### config.mk
export PLATFORM = sky130hd
export DESIGN_NAME = icache_refill_ctrl_flat
export DESIGN_NICKNAME = d
export VERILOG_FILES = /design/src/rtl/icache_pkg.sv /design/src/rtl/icache_refill_ctrl_if.sv /design/src/rtl/icache_refill_ctrl.sv /design/src/flat_wrapper.sv
export SDC_FILE = /design/constraint.sdc
export NUM_CORES = 1
export LEC_CHECK = 0
export BUFFER_PORTS_ARGS = -buffer_cell sky130_fd_sc_hd__buf_2
export CAP_MARGIN = 20
export CORE_AREA = 2 2 134 136
export DETAILED_ROUTE_END_ITERATION = 10
export DIE_AREA = 0 0 136 138
export PLACE_DENSITY_LB_ADDON = 0.3
export RECOVER_POWER = 25
export SKIP_LAST_GASP = 1
export SYNTH_ARGS = -nofsm -noshare
export SYNTH_HDL_FRONTEND = slang
export SYNTH_SLANG_ARGS = --single-unit
### constraint.sdc
create_clock -name clk -period 2.2 [get_ports clk]
set_input_delay 0.22 -clock clk [delete_from_list [all_inputs] [get_ports clk]]
set_output_delay 0.22 -clock clk [all_outputs]
set_load 0.01 [all_outputs]
### src/rtl/icache_pkg.sv
// icache_pkg
// Shared constants for the I-cache refill controller: FSM state encodings and
// the fixed AXI burst attributes used for every line refill.
package icache_pkg;

  typedef logic [2:0] state_t;

  localparam state_t ST_IDLE   = 3'd0;
  localparam state_t ST_ADDR   = 3'd1;
  localparam state_t ST_DATA   = 3'd2;
  localparam state_t ST_COMMIT = 3'd3;
  localparam state_t ST_DONE   = 3'd4;

  localparam logic [1:0] AXI_BURST_INCR = 2'b01;
  localparam logic [2:0] AXI_SIZE_64    = 3'b011;

endpackage

### src/rtl/icache_refill_ctrl_if.sv
// icache_refill_ctrl_if
// AXI read-address and read-data channels between the refill controller
// (master) and the memory side (slave).
//   ar_valid/ar_ready/ar_addr/ar_len/ar_burst/ar_size : read-address channel
//   r_valid/r_ready/r_data/r_last                      : read-data channel
interface icache_refill_ctrl_if;
  logic        ar_valid;
  logic        ar_ready;
  logic [63:0] ar_addr;
  logic [7:0]  ar_len;
  logic [1:0]  ar_burst;
  logic [2:0]  ar_size;
  logic        r_valid;
  logic        r_ready;
  logic [63:0] r_data;
  logic        r_last;

  modport master (
    output ar_valid, ar_addr, ar_len, ar_burst, ar_size, r_ready,
    input  ar_ready, r_valid, r_data, r_last
  );

  modport slave (
    input  ar_valid, ar_addr, ar_len, ar_burst, ar_size, r_ready,
    output ar_ready, r_valid, r_data, r_last
  );
endinterface

### src/rtl/icache_refill_ctrl.sv
// icache_refill_ctrl
// Refills one I-cache line on a fetch miss: invalidates the victim way,
// issues one AXI INCR burst of B 64-bit words, streams the beats into the line
// data array and finally writes the tag as valid (or invalid if the burst's
// r_last framing was wrong).
// Ports:
//   clk, reset                    : clock, async active-high reset
//   axi (master)                  : AXI read-address / read-data channels
//   miss_req, miss_addr, lru_way  : miss request, sampled only in IDLE
//   fill_we/set/way/word/data     : line data write port
//   tag_we, tag_valid, tag_value  : tag/valid write for fill_set/fill_way
//   busy, done, err               : status; err pulses on an r_last mismatch
//
// state  | meaning
// IDLE   | waiting for miss_req
// ADDR   | AR request outstanding; first cycle also invalidates the victim
// DATA   | accepting B read beats into the line
// COMMIT | tag write (valid unless a framing mismatch was seen)
// DONE   | one-cycle done pulse
module icache_refill_ctrl
  import icache_pkg::*;
#(
  parameter int B = 8,
  parameter int s = 6,
  parameter int b = 3,
  parameter int y = 3,
  parameter int t = 64 - s - b - y
) (
  input  logic                 clk,
  input  logic                 reset,
  icache_refill_ctrl_if.master axi,
  input  logic                 miss_req,
  input  logic [63:0]          miss_addr,
  input  logic                 lru_way,
  output logic                 fill_we,
  output logic [s-1:0]         fill_set,
  output logic                 fill_way,
  output logic [b-1:0]         fill_word,
  output logic [63:0]          fill_data,
  output logic                 tag_we,
  output logic                 tag_valid,
  output logic [t-1:0]         tag_value,
  output logic                 busy,
  output logic                 done,
  output logic                 err
);

  state_t         state;
  logic [63:0]    addr_q;
  logic           way_q;
  logic [b-1:0]   beat_q;
  logic           mism_q;
  logic           first_q;

  logic in_addr, in_data, in_commit;
  logic beat, last_beat, frame_err;

  assign in_addr   = (state == ST_ADDR);
  assign in_data   = (state == ST_DATA);
  assign in_commit = (state == ST_COMMIT);

  // r_ready is simply "in DATA", so an accepted beat is r_valid in DATA.
  assign beat      = in_data && axi.r_valid;
  assign last_beat = (beat_q == b'(B - 1));
  assign frame_err = beat && (axi.r_last != last_beat);

  always_ff @(posedge clk or posedge reset) begin
    if (reset) begin
      state   <= ST_IDLE;
      addr_q  <= '0;
      way_q   <= 1'b0;
      beat_q  <= '0;
      mism_q  <= 1'b0;
      first_q <= 1'b0;
    end else begin
      case (state)
        ST_IDLE: begin
          if (miss_req) begin
            addr_q  <= {miss_addr[63:b+y], {(b+y){1'b0}}};
            way_q   <= lru_way;
            beat_q  <= '0;
            mism_q  <= 1'b0;
            first_q <= 1'b1;
            state   <= ST_ADDR;
          end
        end
        ST_ADDR: begin
          first_q <= 1'b0;
          if (axi.ar_ready) state <= ST_DATA;
        end
        ST_DATA: begin
          if (beat) begin
            beat_q <= beat_q + 1'b1;
            if (frame_err) mism_q <= 1'b1;
            // Framing errors never shorten the burst: B beats are always taken.
            if (last_beat) state <= ST_COMMIT;
          end
        end
        ST_COMMIT: state <= ST_DONE;
        ST_DONE:   state <= ST_IDLE;
        default:   state <= ST_IDLE;
      endcase
    end
  end

  always_comb begin
    axi.ar_valid = in_addr;
    axi.ar_addr  = in_addr ? addr_q : '0;
    axi.ar_len   = in_addr ? 8'(B - 1) : '0;
    axi.ar_burst = in_addr ? AXI_BURST_INCR : '0;
    axi.ar_size  = in_addr ? AXI_SIZE_64 : '0;
    axi.r_ready  = in_data;

    fill_we   = beat;
    fill_word = beat ? beat_q : '0;
    fill_data = beat ? axi.r_data : '0;

    // Victim is invalidated on ADDR entry, before any data word lands.
    tag_we    = (in_addr && first_q) || in_commit;
    tag_valid = in_commit && !mism_q;
    tag_value = tag_we ? addr_q[63 -: t] : '0;

    // Set/way address both the data write and the tag write.
    fill_set  = (fill_we || tag_we) ? addr_q[b+y +: s] : '0;
    fill_way  = (fill_we || tag_we) ? way_q : 1'b0;

    busy = (state != ST_IDLE);
    done = (state == ST_DONE);
    err  = frame_err;
  end

endmodule
### src/flat_wrapper.sv
// flat-port wrapper written by rule: the top's interface ports become plain ports
module icache_refill_ctrl_flat import icache_pkg::*;
#(
  parameter int B = 8,
  parameter int s = 6,
  parameter int b = 3,
  parameter int y = 3,
  parameter int t = 64 - s - b - y
)
  (clk, reset, miss_req, miss_addr, lru_way, fill_we, fill_set, fill_way, fill_word, fill_data, tag_we, tag_valid, tag_value, busy, done, err, axi_ar_valid, axi_ar_addr, axi_ar_len, axi_ar_burst, axi_ar_size, axi_r_ready, axi_ar_ready, axi_r_valid, axi_r_data, axi_r_last);
  icache_refill_ctrl_if axi_i ();
  input  logic clk;
  input  logic reset;
  input  logic miss_req;
  input  logic [63:0] miss_addr;
  input  logic lru_way;
  output logic fill_we;
  output logic [s-1:0] fill_set;
  output logic fill_way;
  output logic [b-1:0] fill_word;
  output logic [63:0] fill_data;
  output logic tag_we;
  output logic tag_valid;
  output logic [t-1:0] tag_value;
  output logic busy;
  output logic done;
  output logic err;
  output wire logic [$bits(axi_i.ar_valid)-1:0] axi_ar_valid;
  output wire logic [$bits(axi_i.ar_addr)-1:0] axi_ar_addr;
  output wire logic [$bits(axi_i.ar_len)-1:0] axi_ar_len;
  output wire logic [$bits(axi_i.ar_burst)-1:0] axi_ar_burst;
  output wire logic [$bits(axi_i.ar_size)-1:0] axi_ar_size;
  output wire logic [$bits(axi_i.r_ready)-1:0] axi_r_ready;
  input wire logic [$bits(axi_i.ar_ready)-1:0] axi_ar_ready;
  input wire logic [$bits(axi_i.r_valid)-1:0] axi_r_valid;
  input wire logic [$bits(axi_i.r_data)-1:0] axi_r_data;
  input wire logic [$bits(axi_i.r_last)-1:0] axi_r_last;
  assign axi_ar_valid = axi_i.ar_valid;
  assign axi_ar_addr = axi_i.ar_addr;
  assign axi_ar_len = axi_i.ar_len;
  assign axi_ar_burst = axi_i.ar_burst;
  assign axi_ar_size = axi_i.ar_size;
  assign axi_r_ready = axi_i.r_ready;
  assign axi_i.ar_ready = axi_ar_ready;
  assign axi_i.r_valid = axi_r_valid;
  assign axi_i.r_data = axi_r_data;
  assign axi_i.r_last = axi_r_last;
  icache_refill_ctrl #(.B(B), .s(s), .b(b), .y(y), .t(t)) u_core (.clk(clk), .reset(reset), .axi(axi_i), .miss_req(miss_req), .miss_addr(miss_addr), .lru_way(lru_way), .fill_we(fill_we), .fill_set(fill_set), .fill_way(fill_way), .fill_word(fill_word), .fill_data(fill_data), .tag_we(tag_we), .tag_valid(tag_valid), .tag_value(tag_value), .busy(busy), .done(done), .err(err));
endmodule
# Word-level counts from Yosys, hierarchy flattened
# Index checks and enable logic that the tools add are counted.
[classes] n_reduce_logical=16 n_addsub=1 mux=23 eq_ne=11
[op_table] cell="two-way mux 64 bit" n=2
[op_table] cell="two-way mux 52 bit" n=1
[op_table] cell="two-way mux 3 bit" n=8
[op_table] cell="case mux 3 bit (4 select lines)" n=1
[op_table] cell="!= test 2 bit, second input constant" n=5
[op_table] cell="AND reduction 4 bit" n=2
[op_table] cell="== test 3 x 2 -> 1 bit, second input constant" n=2
[op_table] cell="== test 3 bit, second input constant" n=2
[op_table] cell="two-way mux 1 bit" n=6
[op_table] cell="two-way mux 6 bit" n=1
[op_table] cell="case mux 3 bit (2 select lines)" n=1
[op_table] cell="logical AND 1 bit" n=4
[op_table] cell="case mux 1 bit (2 select lines)" n=2
[op_table] cell="AND reduction 2 bit" n=2
[op_table] cell="nonzero test 2 bit" n=2
[op_table] cell="adder 3 x 1 -> 3 bit, second input constant" n=1
[op_table] cell="== test 3 x 1 -> 1 bit, second input constant" n=1
[op_table] cell="logical NOT 3 bit" n=1
[op_table] cell="AND reduction 3 bit" n=1
[op_table] cell="nonzero test 3 bit" n=1
[op_table] cell="logical OR 1 bit" n=2
[op_table] cell="two-way mux 2 bit" n=1
[op_table] cell="logical NOT 1 bit" n=1
[op_table] cell="!= test 1 bit" n=1
[totals] elab_cells=57 output_inout_bits=211 input_bits=135 register_bits=67

# Longest topological paths before layout
# Gate-level depths: netlist of run 1.
[depth] word_depth=6 ltp_mapped=5 depth_no_buf=5

# Least setup slack after synthesis of run 1
# No wires, ideal clock.
[synth_timing] kind="register -> register" start="reg u_core.state[0]" end="reg u_core.addr_q[10]" period_less_slack_ns=1.679 path_buffers=2 path_slack_ns=0.521 t_arrival_ns=1.554 setup_ns=0.125 stages_incl_launch_ff=5 required_ns=2.075 cell_sequence="dfrtp_1 > buf_6 > nor4b_4 > buf_6 > mux2_4"
[synth_via] elab_chain_len=2
[synth_rtl] element="from (decl)" line="icache_refill_ctrl.sv:48" source="state_t state;"
[synth_rtl] element="from (signal assigned)" line="icache_refill_ctrl.sv:69" source="state <= ST_IDLE;"
[synth_rtl] element="from (signal assigned)" line="icache_refill_ctrl.sv:84" source="state <= ST_ADDR;"
[synth_rtl] element="from (signal assigned)" line="icache_refill_ctrl.sv:89" source="if (axi.ar_ready) state <= ST_DATA;"
[synth_rtl] element="logical NOT 3 bit" line="icache_refill_ctrl.sv:76" source="case (state)"
[synth_rtl] element="AND reduction 2 bit (no line)"
[synth_rtl] element="to (signal assigned)" line="icache_refill_ctrl.sv:79" source="addr_q <= {miss_addr[63:b+y], {(b+y){1'b0}}};"
[synth_rtl] element="to (decl)" line="icache_refill_ctrl.sv:49" source="logic [63:0] addr_q;"
# Every way passes these cells.
# A chain may end at the register's enable or synchronous reset.

# Final worst setup path of run 1
[layout_timing] start="reg u_core.beat_q[0]" end="out err"
[layout_via] elab_chain_len=3
[layout_rtl] element="from (decl)" line="icache_refill_ctrl.sv:51" source="logic [b-1:0] beat_q;"
[layout_rtl] element="from (signal assigned)" line="icache_refill_ctrl.sv:93" source="beat_q <= beat_q + 1'b1;"
[layout_rtl] element="== test 3 bit" line="icache_refill_ctrl.sv:64" source="assign last_beat = (beat_q == b'(B - 1));"
[layout_rtl] element="!= test 1 bit" line="icache_refill_ctrl.sv:65" source="assign frame_err = beat && (axi.r_last != last_beat);"
[layout_rtl] element="logical AND 1 bit" line="icache_refill_ctrl.sv:65"
[layout_rtl] element="to (decl)" line="flat_wrapper.sv:27" source="output logic err;"
# Every way passes these cells.

==> results of run 1 <==
## power by group
group	leakage [nW]	total [mW]	switching, mW	internal (mW)
combinational	2.66	4.48	2.11	2.38
clock	0.161	1.69	0.551	1.14
sequential	0.798	2.33	0.468	1.86
total	3.61	8.50	3.13	5.37
## metrics by stage
step | instances | setup slack, ns | area (um2) | hold slack (ns)
floorplan | 403 | 0.2968 | 4268 | 0.3680
finish | 942 | 0.1815 | 6344 | 0.1000
CTS | 939 | 0.05198 | 6387 | 0.09126
global route | 942 | 0.03246 | 6344 | 0.08205
global placement | 922 | 0.4103 | 6022 | 0.3347
detailed placement | 922 | 0.3747 | 6022 | 0.3332
## per-layer routing
layer	GRT usage, %	vias up
met5	0	-
met4	10.09	2
met3	3.447	29
met2	25.87	181
met1	15.79	1701
li1	-	1846
## cells in the final DEF (no fill, tap or decap), types with 2 or more instances in the layout
| cell type | count |
|---|---|
| dfrtp_1 | 66 |
| clkbuf_16 | 9 |
| nor2_1 | 3 |
| buf_4 | 5 |
| buf_12 | 3 |
| o21a_1 | 2 |
| inv_1 | 2 |
| mux2_2 | 12 |
| ha_1 | 2 |
| clkinvlp_4 | 3 |
| a22o_1 | 2 |
| bufinv_16 | 3 |
| a21oi_1 | 2 |
| diode_2 | 3 |
| and2_1 | 185 |
| conb_1 | 13 |
| mux2_1 | 8 |
| clkbuf_1 | 2 |
| mux2_4 | 40 |
| nor2b_1 | 3 |
| buf_2 | 325 |
## sequential cells by signal, summed over array words and instances (netlist names)
register,flops
u_core.addr_q,58
u_core.beat_q,3
u_core.state,3
u_core.first_q,1
u_core.mism_q,1
u_core.way_q,1
## worst max-delay path, cell delays in order, from the launching register on
cell and delay [ns]:
dfrtp_1 0.40, ha_1 0.21, ha_1 0.24, xor2_1 0.22
and2_1 0.24, buf_2 0.16
## how the worst min path moves through the flow
stage          cells past startpoint                            end          start  slack, ns
2_1_floorplan                      1  u_core.addr_q[10]$_DFFE_PP0P_  miss_addr[10]       0.37
3_3_place_gp                       3  u_core.addr_q[37]$_DFFE_PP0P_          reset       0.33
3_5_place_dp                       3  u_core.addr_q[37]$_DFFE_PP0P_          reset       0.33
4_1_cts                            2  u_core.addr_q[44]$_DFFE_PP0P_  miss_addr[44]       0.09
5_1_grt                            2   u_core.addr_q[9]$_DFFE_PP0P_   miss_addr[9]       0.08
6_report                           2  u_core.addr_q[10]$_DFFE_PP0P_  miss_addr[10]       0.10
## kinds of logic after synthesis
group | count (synthesis)
AOI/OAI and AO/OA | 10
xor gates and xnor gates | 1
adders and majority gates | 2
buffers and inverters | 49
DFF | 67
muxes | 60
other | 1
and+or+nand+nor | 201
## layout make-up
type,count,area [um2]
multi-input combinational,287,2252
inverter,2,7.507
fill,1871,11190
sequential,67,1678
clock buffer,10,239.0
antenna,3,7.507
clock inverter,6,112.6
tap,229,286.5
timing repair buffer,338,1760
## repair_timing
action / in CTS / in global routing
setup endpoints to repair: 1 / 64
cloned: 0 / 0
gates resized for setup: 1 / 2
hold buffers: 1 / 0
endpoints found under the hold margin: 67 / 0
==> reports/results.tsv, run 1 <==
stage	metric	value	unit
outcome	status	finished clean	
layout	share of cells above drive strength 1	57.46	%
synth	post-synthesis xor/xnor area fraction	0.2074	%
sta	period utilisation layout	91.75	%
power_and_ir_drop	Static Leakage	3.614	nW
die	Initial Utilization	24.08	%
clocking	post-CTS setup buffer count	0	
sta	f_max	495.4	MHz
synth	post-synthesis compound-gate area fraction	1.630	%
clocking	Num CTS Buffers	9	
synth	leading post-synthesis cells by cell area	dfrtp_1, and2_1, mux2_4, buf_4, mux2_2	
grt	first-pass GRT wire length	20.86	mm
die	I/O Pins	346	
route	Via density	3.990	
synth	sequential area share after synthesis	39.70	%
clocking	H-tree levels	3	
setup_path	CP Capture Point	err	
setup_path	worst-path maximum fanout	3	
synth	most frequent cells after synthesis	and2_1, dfrtp_1, mux2_4	
sta	slew margin rel.	36.85	%
synth	Gate Count Post-Synth	391	
grt	vias in the first global route	3629	
sta	Final setup viols	0	
setup_path	Reg2Reg Depth	4	
clocking	CTS Sinks	67	
synth	average size of a mapped cell	10.80	um2
synth	post-synth top area share	39.70	%
setup_path	critical path type	register to output port	
route	DR WL/cell	14.89	um
clocking	CTS tree	built	
power_and_ir_drop	maximum ir drop on the vdd rail	456.6	uV
sta	Clock Skew	0.006511	ns
route	number of routed nets with antenna violations	0	
setup_path	Worst Setup End Kind	output port	
route	routed wl met3	983	um
clocking	Root Driver	clkbuf_16	
grt	aggregate global routing overflow	0	
synth	Post-Syn Area	4223	um2
die	die height	138	um
sta	fin. max-slew vios	0	
clocking	Clk Latency, worst-skew pair	0.33	ns
synth	asr flop ratio synth	100.0	%
synth	Main synth FF type	dfrtp_1	
grt	Overall Global Routing Usage	14.88	%
hold_path	Hold WC Path Type	input port to register	
synth	post-synthesis adder-cell area fraction	0.5926	%
route	DRT iter0 DRCs	96	
setup_path	critical path arrival	1.80	ns
synth	multiplexer area fraction after synthesis	20.27	%
route	DR WL met2	7.094	mm
synth	synth warn	0	
sta	RSZ-0062 raised after global routing	no	
setup_path	crit path launch type	register	
synth	cell taking the most area after synthesis	dfrtp_1	
placed_design	I/O Buffers	326	
clocking	Clock transition at path regs	0.06	ns
grt	largest net degree at the start of global routing	68	
power_and_ir_drop	PwrDens	1340	nW/um2
setup_path	reg2reg setup slack	0.34	ns
synth	Synth Register Bits	67	
clocking	clk buf depth	2	
route	Routed WL	14.02	mm
die	core area	17530	um2
placed_design	GPL Wtd Cong	0.8375	
sta	Final Hold Fails	0	
sta	setup TNS	0	ns
die	DIE WIDTH	136	um
layout	final core occ	36.18	%
synth	largest family of logic cells by synthesized area	simple AND/OR/NAND/NOR gates	
synth	simple-gate share of the synthesized area	30.13	%
route	drc violations	0	
run	max cap viols	0	
synth	Post-synth EDFFs	0	
setup_path	R2R Path End	u_core.beat_q[0]$_DFFE_PP0P_	
synth	count leader, synth	and2_1	
route	1st-pass router iterations	4	
sta	fin crit period	2.018	ns
setup_path	Crit path required time	1.98	ns
route	detailed-route via count	3759	
route	Met1 Wirelength	5.212	mm
setup_path	Worst Setup SP	u_core.beat_q[0]$_DFFE_PP0P_	
power_and_ir_drop	Tot Pwr	8.499	mW
grt	initial antenna violation count	5	
layout	Area growth, synth to finish	50.22	%
layout	NumNets Final	842	
synth	count of cell types in the netlist	28	
route	top routing layer used	met5	
setup_path	reg2reg start	u_core.state[1]$_DFFE_PP0P_	
die	Die Footprint	18770	um2
sta	Worst-Margin Slew	0.9472	ns
die	# rows	49	
placed_design	DP Wirelength	11.19	mm
No activity file was read; power rests on OpenSTA's default activity.
==> run 2: changes to the inputs <==
--- a/config.mk
+++ b/config.mk
@@ -5,11 +5,12 @@
 export SDC_FILE = /design/constraint.sdc
 export NUM_CORES = 1
 export LEC_CHECK = 0
+export ABC_AREA = 1
 export BUFFER_PORTS_ARGS = -buffer_cell sky130_fd_sc_hd__buf_2
 export CAP_MARGIN = 20
-export CORE_AREA = 2 2 134 136
+export CORE_AREA = 2 2 136 138
 export DETAILED_ROUTE_END_ITERATION = 10
-export DIE_AREA = 0 0 136 138
+export DIE_AREA = 0 0 138 140
 export PLACE_DENSITY_LB_ADDON = 0.3
 export RECOVER_POWER = 25
 export SKIP_LAST_GASP = 1
==> reports/results.tsv, run 2 <==
stage	metric	value	unit	change
power_and_ir_drop	Clk pwr share	18.7	%	-1.2 points
grt	vias in the first global route	4271		+18%
die	# rows	49		unchanged
synth	count of cell types in the netlist	23		-18%
power_and_ir_drop	combinational fraction of design power	54.3	%	+1.5 points
clocking	CTS Sinks	67		unchanged
layout	Most flops, register	u_core.addr_q		
clocking	clk buf depth	2		unchanged
route	Routed WL	14.97	mm	+6.7%
synth	average size of a mapped cell	6.576	um2	-39%
clocking	CTS tree	built		
clocking	Root Driver	clkbuf_16		
layout	NumNets Final	1046		+24%
route	DRT iter0 DRCs	127		+32%
placed_design	Cell Count Post-Placement	1127		+22%
grt	first-pass GRT wire length	23.03	mm	+10%
sta	Final Hold Fails	0		unchanged
placed_design	DP Wirelength	12.10	mm	+8.1%
setup_path	critical path type	register to output port		
hold_path	Hold WC Path Type	input port to register		
sta	period utilisation layout	92.07	%	+0.32 points
grt	Overall Global Routing Usage	15.16	%	+0.28 points
sta	Final setup viols	0		unchanged
sta	fin. max-slew vios	0		unchanged
setup_path	worst-path maximum fanout	57		+54
setup_path	crit path launch type	register		
layout	# diodes	0		-3
hold_path	hold path start	miss_addr[25]		
synth	most frequent cells after synthesis	nor2_1, inv_1, nand2_1		
synth	asr flop ratio synth	100.0	%	unchanged
synth	count leader, synth	nor2_1		
power_and_ir_drop	Sw Share	46.08	%	+9.3 points
route	DR WL/cell	13.10	um	-12%
setup_path	critical path arrival	1.81	ns	about the same
synth	Post-Syn Area	3933	um2	-6.9%
run	max cap viols	0		unchanged
sta	Clock Skew	0.006909	ns	+0.0003979 ns
placed_design	I/O Buffers	326		unchanged
power_and_ir_drop	Internal Power	4.000	mW	-26%
power_and_ir_drop	Seq pwr share	27.0	%	-0.4 points
layout	Finished Cell Area	5997	um2	-5.5%
route	number of routed nets with antenna violations	0		unchanged
clocking	Clock transition at path regs	0.06	ns	about the same
die	core area	17780	um2	+1.4%
setup_path	Worst Setup End Kind	output port		
placed_design	dpl cell area	5722	um2	-5.0%
synth	synth warn	0		unchanged
power_and_ir_drop	PwrDens	1237	nW/um2	-7.7%
synth	cell taking the most area after synthesis	dfrtp_1		
power_and_ir_drop	sw power	3.418	mW	+9.4%
route	1st-pass router iterations	4		unchanged
power_and_ir_drop	maximum ir drop on the vdd rail	564.4	uV	+24%
layout	commonest cells after routing, fill and taps aside	buf_2, nor2_1, inv_1, nand2_1, dfrtp_1		
route	drc violations	0		unchanged
synth	Gate Count Post-Synth	598		+53%
synth	Main synth FF type	dfrtp_1		
grt	initial antenna violation count	0		-5
grt	aggregate global routing overflow	0		unchanged
grt	largest net degree at the start of global routing	58		-15%
synth	post-synth top area share	42.63	%	+2.9 points
layout	FILL cells	1995		+6.6%
sta	WHS	0.09008	ns	-0.009923 ns
sta	Worst-Margin Slew	1.350	ns	+0.4030 ns
layout	share of cells above drive strength 1	39.39	%	-18 points
layout	Largest register FFs	58		unchanged
setup_path	Worst Setup SP	u_core.state[0]$_DFFE_PP0P_		
route	detailed-route via count	4491		+19%
outcome	status	finished clean		
placed_design	GPL Wtd Cong	0.8228		-1.8%
clocking	# hold bufs at CTS	0		-1
die	Die Footprint	19320	um2	+2.9%
layout	Top Registers	u_core.addr_q: 58 flops, u_core.beat_q: 3 flops, u_core.state: 3 flops		
route	Via density	3.929		-1.5%
clocking	Clk Latency, worst-skew pair	0.33	ns	about the same
sta	fin crit period	2.026	ns	+0.007140 ns
synth	Post-synth EDFFs	0		unchanged
die	die height	140	um	+1.4%
layout	Area growth, synth to finish	52.50	%	
layout	most common cell after layout, fill and taps aside	buf_2		
sta	f_max	493.7	MHz	-0.35%
die	I/O Pins	346		unchanged
clocking	H-tree levels	3		unchanged
sta	slew margin rel.	9.885	%	-27 points
clocking	post-CTS setup buffer count	0		unchanged
synth	sequential area share after synthesis	42.63	%	+2.9 points
sta	RSZ-0062 raised after global routing	no		
power_and_ir_drop	Static Leakage	3.909	nW	+8.1%
synth	leading post-synthesis cells by cell area	dfrtp_1, nor2_1, inv_1, o21ai_0, nand2_1		
setup_path	reg2reg start	u_core.state[1]$_DFFE_PP0P_		
clocking	Num CTS Buffers	9		unchanged
die	DIE WIDTH	138	um	+1.5%
setup_path	Crit path required time	1.98	ns	about the same
sta	setup TNS	0	ns	unchanged
layout	Finished Layout Cells	1143		+21%
die	Initial Utilization	22.12	%	-2.0 points
synth	Synth Register Bits	67		unchanged
clocking	CTS resizes	0		-1
run 2: power by group through the flow:
stage                     Sequential (mW)  Combinational [mW]  Clock [mW]
after floorplan                      1.97                2.61           0
after global placement               2.02                4.08           0
after CTS                            2.01                4.13        1.44
after global routing                 2.07                4.58        1.48
after detailed placement             2.03                4.11           0
final                                2.01                4.03        1.39
run 2: metal layers:
layer  global-route usage [%]  part of all wire (%)  vias to the layer above
met3                    5.231                   9.5                        9
li1                         -                     -                     2304
met1                    16.22                    37                     1971
met5                        0                     0                        -
met4                    4.511                   1.1                        0
met2                    28.17                    52                      207
run 2: worst max-delay path: stages, from the launching register on:
cell     delay, ns
dfrtp_1       0.42
nor2_4        0.21
nand3_2       0.12
buf_4         0.32
nor2_1        0.21
buf_2         0.17
run 2: path summary, 6_finish.rpt:
| kind | endpoint | slack [ns] | cells after the start |
|---|---|---|---|
| setup / recovery | err | 0.17 | 5 |
| hold / removal | u_core.addr_q[25]$_DFFE_PP0P_ | 0.09 | 3 |
| setup reg to reg | u_core.addr_q[36]$_DFFE_PP0P_ | 0.43 | 6 |
| hold reg to reg | u_core.first_q$_DFFE_PP0P_ | 0.53 | 2 |
| max in group asynchronous | u_core.beat_q[2]$_DFFE_PP0P_ | 1.09 | 3 |
| min in group asynchronous | u_core.addr_q[29]$_DFFE_PP0P_ | 0.27 | 2 |
run 2: cell families after synthesis:
logic type                 count (synthesis)  share of synthesized area, %
DFF                                       67                         42.63
other                                      1                       0.09536
and+or+nand+nor                          273                         26.95
adders and majority gates                  2                        0.6362
buffers and inverters                    190                         21.09
xor gates and xnor gates                   1                        0.2228
AOI/OAI and AO/OA                         64                         8.368
run 2: cell type report:
| type | count | area, um2 | share of cell area, % |
|---|---|---|---|
| Clock buffer | 10 | 239.0 | 3.985 |
| Multi-Input combinational cell | 353 | 1476 | 24.62 |
| Inverter | 139 | 523.0 | 8.721 |
| Sequential cell | 67 | 1677 | 27.96 |
| Clock inverter | 6 | 48.80 | 0.8137 |
| Tap cell | 229 | 286.5 | 4.778 |
| Timing Repair Buffer | 339 | 1747 | 29.13 |
run 2: stage by stage:
| step | utilization [%] | total power [mW] | setup WS, ns |
|---|---|---|---|
| global placement | 32.18 | 6.100 | 0.5077 |
| floorplan | - | 4.577 | 0.2968 |
| CTS | 33.80 | 7.585 | 0.1133 |
| finish | 33.73 | 7.418 | 0.1744 |
| detailed placement | 32.18 | 6.145 | 0.4813 |
| global route | 33.73 | 8.141 | 0.001745 |
